### src/rtl/delay_line_ctrl.sv
// Circular delay-buffer sequencer for a 64 x 20-bit RAM with combinational read data.
// Clears the RAM after reset, then runs read-old / write-new per accepted sample strobe.
module delay_line_ctrl #(
    parameter int unsigned DW = 20,
    parameter int unsigned AW = 6
) (
    input  logic          clk,
    input  logic          rst,
    input  logic          sample_strobe,
    input  logic [DW-1:0] sample_in,
    input  logic [AW-1:0] delay,
    input  logic [DW-1:0] ram_out,
    output logic          ram_load,
    output logic [DW-1:0] ram_in,
    output logic [AW-1:0] ram_sel,
    output logic [DW-1:0] delayed_out,
    output logic          out_valid,
    output logic          busy,
    output logic          overrun
);

    typedef enum logic [2:0] {
        StClear = 3'd0,
        StIdle  = 3'd1,
        StRead  = 3'd2,
        StWrite = 3'd3,
        StDone  = 3'd4
    } state_e;

    state_e        state;
    logic [AW-1:0] clr_cnt;
    logic [AW-1:0] wptr;
    logic [DW-1:0] s_reg;
    logic [DW-1:0] rd_reg;

    always_ff @(posedge clk or posedge rst) begin
        if (rst) begin
            state       <= StClear;
            clr_cnt     <= '0;
            wptr        <= '0;
            s_reg       <= '0;
            rd_reg      <= '0;
            ram_load    <= 1'b0;
            ram_in      <= '0;
            ram_sel     <= '0;
            delayed_out <= '0;
            out_valid   <= 1'b0;
            busy        <= 1'b1;
            overrun     <= 1'b0;
        end else begin
            out_valid <= 1'b0;
            // Only IDLE accepts a strobe; anything else (including DONE) drops it.
            if (sample_strobe && state != StIdle) begin
                overrun <= 1'b1;
            end
            case (state)
                StClear: begin
                    ram_load <= 1'b1;
                    ram_in   <= '0;
                    ram_sel  <= clr_cnt;
                    busy     <= 1'b1;
                    clr_cnt  <= clr_cnt + AW'(1);
                    if (clr_cnt == {AW{1'b1}}) begin
                        state <= StIdle;
                    end
                end
                StIdle: begin
                    ram_load <= 1'b0;
                    if (sample_strobe) begin
                        s_reg   <= sample_in;
                        // Read address is fixed from delay at acceptance; 0 wraps to wptr (64).
                        ram_sel <= wptr - delay;
                        busy    <= 1'b1;
                        state   <= StRead;
                    end else begin
                        busy <= 1'b0;
                    end
                end
                StRead: begin
                    rd_reg   <= ram_out;
                    ram_sel  <= wptr;
                    ram_in   <= s_reg;
                    ram_load <= 1'b1;
                    state    <= StWrite;
                end
                StWrite: begin
                    ram_load <= 1'b0;
                    state    <= StDone;
                end
                StDone: begin
                    delayed_out <= rd_reg;
                    out_valid   <= 1'b1;
                    wptr        <= wptr + AW'(1);
                    busy        <= 1'b0;
                    state       <= StIdle;
                end
                default: begin
                    state    <= StClear;
                    clr_cnt  <= '0;
                    ram_load <= 1'b0;
                    busy     <= 1'b1;
                end
            endcase
        end
    end

endmodule

### config.mk
export PLATFORM = sky130hd
export DESIGN_NAME = delay_line_ctrl
export DESIGN_NICKNAME = d
export VERILOG_FILES = /design/src/rtl/delay_line_ctrl.sv
export SDC_FILE = /design/constraint.sdc
export NUM_CORES = 1
export LEC_CHECK = 0
export ABC_AREA = 1
export CAP_MARGIN = 20
export CORE_MARGIN = 2
export CORE_UTILIZATION = 45
export DETAILED_ROUTE_END_ITERATION = 8
export PLACE_DENSITY = 0.8
export SETUP_SLACK_MARGIN = 0.15
export SYNTH_ARGS = -nofsm -noshare
export SYNTH_HDL_FRONTEND = slang
export SYNTH_SLANG_ARGS = --single-unit
### constraint.sdc
create_clock -name clk -period 5.03 [get_ports clk]
set_input_delay 1.006 -clock clk [delete_from_list [all_inputs] [get_ports clk]]
set_output_delay 1.006 -clock clk [all_outputs]
set_load 0.05 [all_outputs]
==> out/metrics.cfg <==
[setup_path]
max_stage_delay_ps=800
crit_buf_inv=1
slowest_stage=clkdlybuf4s50_1
cp_top_family=buffers and inverters
end_kind=primary output
worstPathCellList=clkdlybuf4s50_1
critical_path_class=reg2out
arrival_ps=1700
path_max_fanout=2
start_kind=register
required_ps=4020

[finish]
final_cell_mix=dfrtp_1, clkdlybuf4s50_1, nand2_1
nNetsFinal=612
fin_util_pct=60.8
instances_no_fill=689
area_delta_synth_final_pct=29.9
layout_commonest_cell=dfrtp_1
antenna_cells=0
drive_gt1_share_pct=5.71

[floorplan]
io_pins=99
die_h_um=102
die-area_um2=10500
start_util_pct=46.8
die_w_um=102
rows=35
core_area_um2=9280

[clock_network]
cts_hold_buf=0
cts-root-buf=clkbuf_8
path_clk_slew_ps=100
clockBufferDepth=2
cts.sinks=105
cts_tree=done
numCtsBuffers=9
cts_setup_buffers=0
clkLatencyLatePin_ps=360
cts_resized=0
htree_levels=3

[worst_hold_path]
hold_class=reg2reg

[sta]
relSlewSlack_pct=42.3
fin_tns_setup_ps=0
hold_viol=0
max_freq_mhz=369
fin_crit_sh_pct=53.9
worstMarginPinSlew_ps=866
layout_setup_ws_ps=2320
setup_viol=0
finClkSkew_ps=11.3
slew_viol_final=0
rsz0062_at_grt=false
period_minus_slack_ps=2710

[synthesis]
yosysUniqueCellTypes=31
ys_warn_count=0
synth_cells=460
postSynthAreaPerCell_um2=9.45
synth_seq_cells=105
yosysSeqAreaShare_pct=60.5
synth.cell_area_um2=4350
synth_top_area_cell=dfrtp_1
synth_top_area_share_pct=59.9
syn_nets=517
synth_area_leaders=dfrtp_1, nand2_1, o21ai_0

[detailed_routing]
num_vias=3343
drt-initial-drc-count=102
drc=0
routed_wl_mm=9.22
firstDrtPassIters=4
drtAntennaViolNets=0
wl_per_cell_um=13.4
drt-vias-per-instance=4.85

[placed_design]
numPlacedInstances=673
pre_cts_ws_ps=2350
port_buffers=98
place_congestion=0.830
dp_hpwl_mm=6.57

[power]
p_sw_mw=1.57
switching_share_pct=44.0
seq_power_share_pct=38.1
finalPower_mw=3.57
ir_worst_vdd_v=0.000373
clockPowerShare_pct=15.4
leakage_nw=2.66
power_density_nw_per_um2=633
comb_power_share_pct=46.5
internal_power_mw=2.00

[global_routing]
grtUsageTotal_pct=18.8
grt_start_max_net_pins=74
grt_pass1_wl_mm=15.3
grt_overflow=0
grt_pass1_vias=3368
antenna_found_initial=0

[job]
maxCapViolations=0

[run_status]
status=completed

## power by group through the flow
stage | logic, mW | clock network, mW | registers (mW)
after global routing | 1.83 | 0.598 | 1.40
after floorplan | 0.672 | 0 | 1.85
final | 1.66 | 0.550 | 1.36
after global placement | 1.62 | 0 | 1.36
after detailed placement | 1.67 | 0 | 1.37
after CTS | 1.68 | 0.567 | 1.36
## metal layers
metal | wire, µm | global-route usage (%) | vias up
met5 | 0 | 0 | -
met4 | 123 | 4.62 | 0
met3 | 721 | 6.91 | 12
met2 | 4390 | 30.8 | 118
met1 | 3980 | 24.0 | 1567
li1 | - | - | 1646
## worst paths after layout
kind	startpoint	slack [ps]	to	depth (start not counted)
max	busy$_DFFE_PP1N_	2320	busy	1
min	delayed_out[19]$_DFFE_PP0P_	490	delayed_out[19]$_DFFE_PP0P_	2
max reg2reg	state[0]$_DFFE_PP0P_	2910	ram_sel[3]$_DFFE_PP0P_	8
min reg2reg	delayed_out[19]$_DFFE_PP0P_	490	delayed_out[19]$_DFFE_PP0P_	2
max in group asynchronous	rst	2850	busy$_DFFE_PP1N_	3
min in group asynchronous	rst	1190	delayed_out[12]$_DFFE_PP0P_	2
## Yosys cell counts
cell type	instances
dfrtp_1	104
nand2_1	90
inv_1	64
o21ai_0	64
nor2_1	38
a21oi_1	23
nand3_1	16
buf_2	9
ha_1	7
clkbuf_1	6
xor2_1	6
a22o_1	5
mux2_2	5
nand3b_1	3
o22ai_1	3
a31oi_1	2
a21o_1	1
buf_4	1
buf_6	1
dfstp_2	1
fa_1	1
inv_2	1
nand2_2	1
nand2_4	1
nand4_1	1
nor2_2	1
nor2_4	1
nor3_1	1
o31ai_1	1
or2_2	1
xnor2_1	1
## cell type report
cell class | count | area [µm²]
Sequential cell | 105 | 2630
Multi-Input combinational cell | 273 | 1390
Inverter | 65 | 246
Clock buffer | 11 | 151
Clock inverter | 5 | 66.3
Timing Repair Buffer | 101 | 1000
Tap cell | 129 | 161
Fill cell | 799 | 3640
## cells by family (layout without fill, tap and decap cells)
logic type	Yosys count	in the layout	synth area share [%]
xor gates and xnor gates	7	7	1.41
muxes	5	5	1.30
DFF	105	105	60.5
buffers and inverters	82	182	7.60
and+or+nand+nor	154	154	14.6
AOI/OAI and AO/OA	99	99	12.1
adders and majority gates	8	8	2.48
## metrics by stage
step	hold slack [ps]	instance area [µm²]
2_1_floorplan	461	4350
3_3_place_gp	466	5430
3_5_place_dp	474	5430
4_1_cts	499	5640
5_1_grt	528	5640
6_report	493	5640
## worst reg2reg max path: cells and delay by family, from the launching register on
family	cells	cell delay, ps
AND/OR/NAND/NOR	4	880
buffers and inverters	2	560
flip-flops	1	420
AO/OA/AOI/OAI	2	190
Note: power is estimated with default switching activity, not from simulation.
